**src/rtl/pll_reset_ctrl.sv**
```systemverilog
// rtl/pll_reset_ctrl.sv - reset/lock sequencer for one PLL wrapper instance
// Optional saturating loss-of-lock counter: define PLL_RESET_CTRL_LOSS_COUNT_EN.
module pll_reset_ctrl #(
  parameter int RST_CYCLES   = 16,
  parameter int LOCK_TIMEOUT = 4096,
  parameter int LOCK_FILTER  = 8,
  parameter int MAX_RETRIES  = 3
) (
  input  logic       clk,
  input  logic       rst,
  input  logic       pwrdwn_req,
  input  logic       restart,
  input  logic       pll_locked,
  output logic       pll_rst,
  output logic       pll_pwrdwn,
  output logic       ready,
  output logic       fail,
  output logic       lost_lock,
  output logic [3:0] retry_cnt,
  output logic [2:0] state,
  output logic [7:0] loss_cnt
);

  localparam int RCW = (RST_CYCLES > 1) ? $clog2(RST_CYCLES) : 1;
  localparam int TOW = $clog2(LOCK_TIMEOUT);
  localparam int FLW = (LOCK_FILTER > 1) ? $clog2(LOCK_FILTER) : 1;

  localparam logic [RCW-1:0] RST_LAST   = RCW'(RST_CYCLES - 1);
  localparam logic [TOW-1:0] TMO_LAST   = TOW'(LOCK_TIMEOUT - 1);
  localparam logic [FLW-1:0] FILT_LAST  = FLW'(LOCK_FILTER - 1);
  localparam logic [3:0]     RETRY_MAX  = 4'(MAX_RETRIES);

  typedef enum logic [2:0] {
    ST_PWRDN  = 3'd0,
    ST_RESET  = 3'd1,
    ST_WAIT   = 3'd2,
    ST_FILTER = 3'd3,
    ST_READY  = 3'd4,
    ST_FAIL   = 3'd5
  } state_e;

  state_e         state_q;
  logic           sync1_q, locked_s_q;
  logic           pll_rst_q, pwrdwn_q, ready_q, fail_q, lost_lock_q;
  logic [3:0]     retry_q;
  logic [RCW-1:0] rst_cnt_q;
  logic [TOW-1:0] tmo_q;
  logic [FLW-1:0] filt_q;

  // pll_locked is asynchronous to clk; only the second flop is ever used.
  always_ff @(posedge clk) begin
    if (rst) begin
      sync1_q    <= 1'b0;
      locked_s_q <= 1'b0;
    end else begin
      sync1_q    <= pll_locked;
      locked_s_q <= sync1_q;
    end
  end

  always_ff @(posedge clk) begin
    if (rst) begin
      state_q     <= ST_RESET;
      pll_rst_q   <= 1'b1;
      pwrdwn_q    <= 1'b0;
      ready_q     <= 1'b0;
      fail_q      <= 1'b0;
      lost_lock_q <= 1'b0;
      retry_q     <= '0;
      rst_cnt_q   <= '0;
      tmo_q       <= '0;
      filt_q      <= '0;
    end else begin
      lost_lock_q <= 1'b0;
      if (pwrdwn_req) begin
        state_q   <= ST_PWRDN;
        pwrdwn_q  <= 1'b1;
        pll_rst_q <= 1'b1;
        ready_q   <= 1'b0;
      end else if (state_q == ST_PWRDN || restart) begin
        state_q   <= ST_RESET;
        pwrdwn_q  <= 1'b0;
        pll_rst_q <= 1'b1;
        ready_q   <= 1'b0;
        fail_q    <= 1'b0;
        retry_q   <= '0;
        rst_cnt_q <= '0;
      end else begin
        case (state_q)
          ST_RESET: begin
            if (rst_cnt_q == RST_LAST) begin
              state_q   <= ST_WAIT;
              pll_rst_q <= 1'b0;
              tmo_q     <= '0;
            end else begin
              rst_cnt_q <= rst_cnt_q + 1'b1;
            end
          end
          ST_WAIT, ST_FILTER: begin
            tmo_q <= tmo_q + 1'b1;
            // Timeout outranks any lock event seen in the same cycle.
            if (tmo_q == TMO_LAST) begin
              pll_rst_q <= 1'b1;
              if (retry_q < RETRY_MAX) begin
                state_q   <= ST_RESET;
                retry_q   <= retry_q + 1'b1;
                rst_cnt_q <= '0;
              end else begin
                state_q <= ST_FAIL;
                fail_q  <= 1'b1;
              end
            end else if (state_q == ST_WAIT) begin
              if (locked_s_q) begin
                state_q <= ST_FILTER;
                filt_q  <= '0;
              end
            end else if (!locked_s_q) begin
              state_q <= ST_WAIT;
            end else if (filt_q == FILT_LAST) begin
              state_q <= ST_READY;
              ready_q <= 1'b1;
              retry_q <= '0;
            end else begin
              filt_q <= filt_q + 1'b1;
            end
          end
          ST_READY: begin
            if (!locked_s_q) begin
              state_q     <= ST_RESET;
              ready_q     <= 1'b0;
              lost_lock_q <= 1'b1;
              pll_rst_q   <= 1'b1;
              rst_cnt_q   <= '0;
            end
          end
          default: begin
          end
        endcase
      end
    end
  end

  assign pll_rst    = pll_rst_q;
  assign pll_pwrdwn = pwrdwn_q;
  assign ready      = ready_q;
  assign fail       = fail_q;
  assign lost_lock  = lost_lock_q;
  assign retry_cnt  = retry_q;
  assign state      = state_q;

`ifdef PLL_RESET_CTRL_LOSS_COUNT_EN
  logic [7:0] loss_cnt_q;

  always_ff @(posedge clk) begin
    if (rst) begin
      loss_cnt_q <= '0;
    end else if (lost_lock_q && loss_cnt_q != 8'hFF) begin
      loss_cnt_q <= loss_cnt_q + 1'b1;
    end
  end

  assign loss_cnt = loss_cnt_q;
`else
  assign loss_cnt = 8'd0;
`endif

endmodule
```
**config.mk**
```make
export PLATFORM = sky130hd
export DESIGN_NAME = pll_reset_ctrl
export DESIGN_NICKNAME = d
export VERILOG_FILES = /design/src/rtl/pll_reset_ctrl.sv
export SDC_FILE = /design/constraint.sdc
export NUM_CORES = 1
export LEC_CHECK = 0
export ABC_CLOCK_PERIOD_IN_PS = 2300
export CORE_ASPECT_RATIO = 1.75
export CORE_MARGIN = 2
export CORE_UTILIZATION = 50
export CTS_CLUSTER_SIZE = 8
export DETAILED_ROUTE_END_ITERATION = 16
export PLACE_DENSITY = 0.74
export SETUP_SLACK_MARGIN = 0.5
export SLEW_MARGIN = 20
export SYNTH_ARGS = -nofsm -noshare
export SYNTH_HDL_FRONTEND = slang
export SYNTH_SLANG_ARGS = --single-unit
```
**constraint.sdc**
```tcl
create_clock -name clk -period 2.3 [get_ports clk]
set_input_delay 0.345 -clock clk [delete_from_list [all_inputs] [get_ports clk]]
set_output_delay 0.345 -clock clk [all_outputs]
set_load 0.005 [all_outputs]
```
==> impl_metrics.csv <==
group,metric,value,unit
setup_path,critical_path.startpoint,"tmo_q[1]$_SDFFE_PP0P_",
pwr,clkPwrFrac,45.2,%
timing,finClkSkew,0.0101,ns
setup_path,cp_data_arrival_time,2.16,ns
grt,antenna_found_initial,0,
logic_synthesis,yosysUniqueCellTypes,54,
worst_hold_path,hp-start,"sync1_q$_SDFF_PP0_",
logic_synthesis,syn-cell-area,0.00175,sq mm
timing,fin_crit_sh,86.1,%
timing,timing.final.ws_setup,0.319,ns
final_layout,area_growth,44.2,%
setup_path,r2r-start,"tmo_q[1]$_SDFFE_PP0P_",
timing,worst_slew_pin_slew,0.534,ns
pwr,leakagePower,0.936,nW
timing,setup_viol,0,
timing,hold_viol,0,
pwr,p_sw_share,22.4,%
setup_path,worstPathMaxFanout,5,
placed_design,globalplace.congestion,0.890,
clocking,numClockSinks,33,
setup_path,path_buf_inv,0,
logic_synthesis,synth-async-reset-ratio,0,%
drt,drc_errors,0,
pwr,power.density,494,mW/mm^2
flow_run,cap_violations,0,
pwr,ir_drop,740,uV
logic_synthesis,synth-edff-count,0,
setup_path,critical-path-top-delay-family,"simple AND/OR/NAND/NOR gates",
drt,wl,5090,um
logic_synthesis,ys_seq_area_share,37.7,%
clocking,clk_latency,0.29,ns
die,rows,28,
drt,drtIter0Drc,61,
drt,vias,1757,
pwr,pwr-share-comb,8.4,%
grt,grt_first_pass_wirelength,7580,um
clocking,cts_tree,"built",
grt,overflow,0,
placed_design,portBuffers,16,
pwr,p_total,1.25,mW
die,die_area,0.00401,sq mm
timing,rsz0062_at_grt,"true",
die,boundaryPins,25,
final_layout,fin_nets,258,
clocking,clock-root-buffer,"clkbuf_8",
clocking,h-tree-depth,2,
pwr,p_switching,279,uW
worst_hold_path,hold_path.class,"reg2reg",
final_layout,final_core_util,75.1,%
clocking,cts_buffers,5,
final_layout,diodes,0,
logic_synthesis,syn_avg_cell_area,8.76,sq um
logic_synthesis,synth_seq_cells,33,
grt,grt_usage,25.0,%
die,die_w,48.7,um
clocking,postCtsHoldBufs,0,
timing,slew_viol_final,0,
die,start_util,52.1,%
outcome,status,"finished clean",
setup_path,cp-end-kind,"register",
logic_synthesis,yosysWarnings,0,
drt,firstDrtPassIters,4,
timing,tns,0,ns
timing,final.min_clock_period,1.98,ns
pwr,p_int,967,uW
grt,grt_max_degree,13,
placed_design,place_hpwl,3210,um
die,coreArea,0.00336,sq mm
timing,clock.fmax,505,MHz
setup_path,required,2.48,ns
final_layout,drive_above_1_share,35.7,%
setup_path,cp-start-kind,"register",
grt,grt_pass1_vias,1730,
setup_path,worst_path_max_delay_cell,"or4b_4",
die,die_h,82.3,um
clocking,clkTransAtPathRegs,0.07,ns
drt,antenna_left,0,
drt,wl_per_cell,17.3,um
pwr,pwr-share-seq,46.4,%
drt,viasPerCell,5.98,
logic_synthesis,ys.flop_type,"dfxtp_1",
setup_path,worstPathCellList,"ha_4 > nand4_1 > or4b_4 > a31oi_4 > mux2i_1 > nor2_1",
logic_synthesis,syn_inst,200,
clocking,clockBufferDepth,2,
timing,max_slew_margin,64.2,%
setup_path,cp_slowest_stage_delay,0.57,ns
setup_path,critPathKind,"reg2reg",
placed_design,pre_cts_ws,-0.0544,ns
[metrics by stage]
step / hold WS [ns] / instances / cell area, sq um
3_5_place_dp: 0.451 / 268 / 2050
4_1_cts: 0.462 / 285 / 2350
3_3_place_gp: 0.419 / 268 / 2050
5_1_grt: 0.473 / 294 / 2530
6_report: 0.459 / 294 / 2530
2_1_floorplan: 0.414 / 207 / 1820
[cell type report]
| class | count | area (sq um) |
|---|---|---|
| fill | 247 | 837 |
| sequential | 33 | 698 |
| tap | 45 | 56.3 |
| multi-input combinational | 154 | 1210 |
| timing repair buffer | 49 | 425 |
| clock buffer | 7 | 86.3 |
| inverter | 5 | 18.8 |
| clock inverter | 1 | 30.0 |
[synthesized netlist by cell type (2+ instances only)]
cell type  instances  area [sq um]
or3_1              2          12.5
nor2b_1            4          25.0
and3_1             4          25.0
o21ai_0            5          25.0
xnor2_1            2          17.5
ha_1               5          62.6
nor3_1             8          40.0
nand3_1            8          40.0
mux2i_1            7          70.1
xor2_1             7          61.3
o32ai_1            2          17.5
nor4_1             3          18.8
inv_1              5          18.8
nor2_1            27           101
and2_1             3          18.8
nand4_1            4          25.0
o21a_1             2          15.0
a21oi_1            9          45.0
nand2b_1           3          18.8
dfxtp_1           33           661
buf_4              8          60.1
nand2_1           10          37.5
or2_2              3          18.8
clkbuf_1           6          22.5
[final timing paths]
path	slack [ns]	depth (start not counted)	to
max	0.32	6	rst_cnt_q[1]$_SDFFE_PP0P_
min	0.46	1	locked_s_q$_SDFF_PP0_
max reg2reg	0.32	6	rst_cnt_q[1]$_SDFFE_PP0P_
min reg2reg	0.46	1	locked_s_q$_SDFF_PP0_
[registers in the layout, indices dropped and copies added, names as in the netlist, 3 cells and up]
signal     cells
filt_q         3
retry_cnt      4
rst_cnt_q      4
state          3
tmo_q         12
[worst register-to-register path: stages, from the launching register on]
cell and delay (ns):
dfxtp_4 0.38, ha_4 0.15, nand4_1 0.14, or4b_4 0.57
a31oi_4 0.31, mux2i_1 0.27, nor2_1 0.07
[power groups by stage]
stage / registers (mW) / clock network [mW] / logic (mW)
floorplan: 0.595 / 0 / 0.0668
global placement: 0.598 / 0 / 0.0842
detailed placement: 0.598 / 0 / 0.0870
CTS: 0.580 / 0.572 / 0.0965
global route: 0.580 / 0.593 / 0.113
finish: 0.579 / 0.564 / 0.104
[layout by cell type, fill, tap and decap left out, drive strengths merged, types with 4 or more instances in the layout]
cell type      netlist  final
ha                   5      5
nand4                5      5
nor2b                4      4
xor2                 7      7
mux2i                7      7
o21ai                6      6
nand3                8      8
clkbuf               6      7
nor4                 4      4
nor3                 9      9
a21oi                9      9
nor2                27     27
dfxtp               33     33
clkdlybuf4s50        0     14
conb                 1      8
nand2               10     10
inv                  5      5
and3                 4      4
buf                  9     32
[cells by family after synthesis]
kind of cell / count (synthesis) / share of synthesized area (%)
AOI/OAI and AO/OA: 34 / 14.9
xor gates and xnor gates: 9 / 4.50
adders and majority gates: 5 / 3.57
buffers and inverters: 20 / 6.43
DFF: 33 / 37.7
muxes: 7 / 4.00
other: 1 / 0.214
and+or+nand+nor: 91 / 28.7
[what timing repair did]
item                       4_1_cts  5_1_grt
setup endpoints to repair       28       24
cloned                           1        0
setup buffers                    8        9
resized for setup               35       24
pin swaps                       11        6
[metal layers]
layer  part of all wire, %  GRT usage [%]  vias up
li1                      -              -      809
met1                    34           22.7      858
met2                    57           48.5       67
met3                   4.3           4.68       23
met4                   4.9           19.4        0
met5                     0              0        -
(Power assumes the default switching activity.)
==> RTL change, RTL diff (same settings) <==
Put one more register stage on the output `retry_cnt`, with the module's reset. The value now appears one clock later. The other outputs are not delayed to match.
--- a/src/rtl/pll_reset_ctrl.sv
+++ b/src/rtl/pll_reset_ctrl.sv
@@ -145,7 +145,13 @@
   assign ready      = ready_q;
   assign fail       = fail_q;
   assign lost_lock  = lost_lock_q;
-  assign retry_cnt  = retry_q;
+  always_ff @(posedge clk) begin
+    if (rst) begin
+      retry_cnt <= '0;
+    end else begin
+      retry_cnt <= retry_q;
+    end
+  end
   assign state      = state_q;
 
 `ifdef PLL_RESET_CTRL_LOSS_COUNT_EN
Behaviour: no difference found for any inputs over 10 cycles, from zero or initial values and one cycle with rst high; that may be too few to reach the edited logic, so the function may still have changed.
==> RTL change against the unedited design <==
Worst setup slack improved by 250 ps; routed wire length decreased by 21%; global-route usage decreased by 4.7 points; sequential cell count increased by 4; synthesized area increased by 3.6%; power decreased by 5.4%; clock skew increased by 1.4 ps; final area decreased by 11%; critical path depth unchanged; non-clock buffer count decreased by 18; worst hold slack got worse by 30 ps.
==> RTL change: results (changes against the unedited design) <==
Placement
  – Last weighted congestion value of the routability-driven placer: 0.857 (was 0.890)
  – Post-Place Worst Slack: 191 ps (was -54.4 ps)
  – HPWL after detailed placement: 2800 um (was 3210 um)

Finish
  – Share of cells above drive strength 1: 15.8% (was 35.7%)
  – Max reg flops: 12 (unchanged)
  – Layout net count: 250 (was 258)

Worst hold path
  – Hold Path Origin: sync1_q$_SDFF_PP0_ (unchanged)

Critical path
  – Termination of the worst setup path: rst_cnt_q[2]$_SDFFE_PP0P_ (was rst_cnt_q[1]$_SDFFE_PP0P_)
  – Largest delay share family, worst path: compound AO/OA/AOI/OAI gates (was simple AND/OR/NAND/NOR gates)
  – Cell type of the slowest stage on the worst timing path: sky130_fd_sc_hd__dfxtp_1 (was sky130_fd_sc_hd__or4b_4)
  – Worst setup slack for register-to-register paths: 570 ps (was 320 ps)
  – Data arrival at the endpoint of the critical path: 1920 ps (was 2160 ps)
  – Delay of the slowest cell on the worst path: 380 ps (was 570 ps)

Timing
  – Tcrit/Tclk final: 75.4% (was 86.1%)
  – Clock skew after layout: 11.5 ps (was 10.1 ps)

Logic synthesis
  – Sequential cell area fraction in the yosys report: 40.8% (was 37.7%)
  – Synth top area cells: sky130_fd_sc_hd__dfxtp_1, sky130_fd_sc_hd__nor2_1, sky130_fd_sc_hd__ha_1, sky130_fd_sc_hd__buf_4, sky130_fd_sc_hd__nand2_1 (was sky130_fd_sc_hd__dfxtp_1, sky130_fd_sc_hd__nor2_1, sky130_fd_sc_hd__mux2i_1, sky130_fd_sc_hd__ha_1, sky130_fd_sc_hd__xor2_1)
  – Synth cell count leaders: sky130_fd_sc_hd__dfxtp_1, sky130_fd_sc_hd__nor2_1, sky130_fd_sc_hd__nand2_1 (unchanged)

Clocking
  – Clock Root Buffer: sky130_fd_sc_hd__clkbuf_8 (unchanged)

Global routing
  – Vias in the first global route: 1493 (was 1730)
  – Total routing usage reported by global routing: 20.4% (was 25.0%)
  – Met1 Use GR: 20.8% (was 22.7%)
  – First-pass GRT wire length: 6480 um (was 7580 um)

Power
  – LEAKAGE: 0.885 nW (was 0.936 nW)
  – Worst supply voltage drop on vdd: 0.488 mV (was 0.740 mV)

Route
  – Total vias in the final route: 1586 (was 1757)
  – Final routed wirelength across all metal layers: 4000 um (was 5090 um)
  – DRC violation total after the first TritonRoute iteration: 28 (was 61)

Run status
  – Run status: finished clean (unchanged)
[RTL change: logic make-up (layout without fill, tap and decap cells)]
kind of cell	after synthesis	count (layout)	share of synthesized area, %
and+or+nand+nor	97	97	29.5
AOI/OAI and AO/OA	38	39	13.9
DFF	37	37	40.8
buffers and inverters	20	43	6.00
xor gates and xnor gates	8	8	3.86
adders and majority gates	5	5	3.45
muxes	4	4	2.27
other	1	8	0.207
[RTL change: through the flow]
step / utilization [%] / instances / cell area [um^2] / hold WS [ps]
detailed placement: 56.8 / 270 / 2020 / 436
CTS: 60.6 / 280 / 2150 / 447
global route: 63.4 / 287 / 2250 / 447
global placement: 56.8 / 270 / 2020 / 418
finish: 63.4 / 287 / 2250 / 430
floorplan: - / 217 / 1840 / 414
[RTL change: area by class of cell]
type | count | area, um^2
Clock inverter | 2 | 10.0
Sequential cell | 37 | 749
Inverter | 4 | 15.0
Clock buffer | 6 | 72.6
Fill cell | 335 | 1300
Multi-Input combinational cell | 161 | 1070
Tap cell | 46 | 57.6
Timing Repair Buffer | 31 | 275
[RTL change: per-layer routing]
metal  share of wire, %  routed length (um)  vias up
li1                   -                   -      793
met1                 39                1550      748
met2                 54                2170       35
met3                3.8                 153       10
met4                3.1                 123        0
met5                  0                   0        -
[RTL change: repair_timing]
action | CTS | global route
hold endpoints to repair | 0 | 0
setup endpoints to repair | 21 | 20
gates resized for setup | 9 | 8
cloned | 0 | 1
pin swaps | 3 | 4
setup buffers | 2 | 6
[RTL change: report_power, final]
group	internal [mW]	switching [mW]	total [mW]	leakage [nW]
Clock	0.210	0.227	0.437	0.0450
Combinational	0.0408	0.0457	0.0865	0.539
Sequential	0.645	0.0113	0.656	0.301
Total	0.896	0.284	1.18	0.885
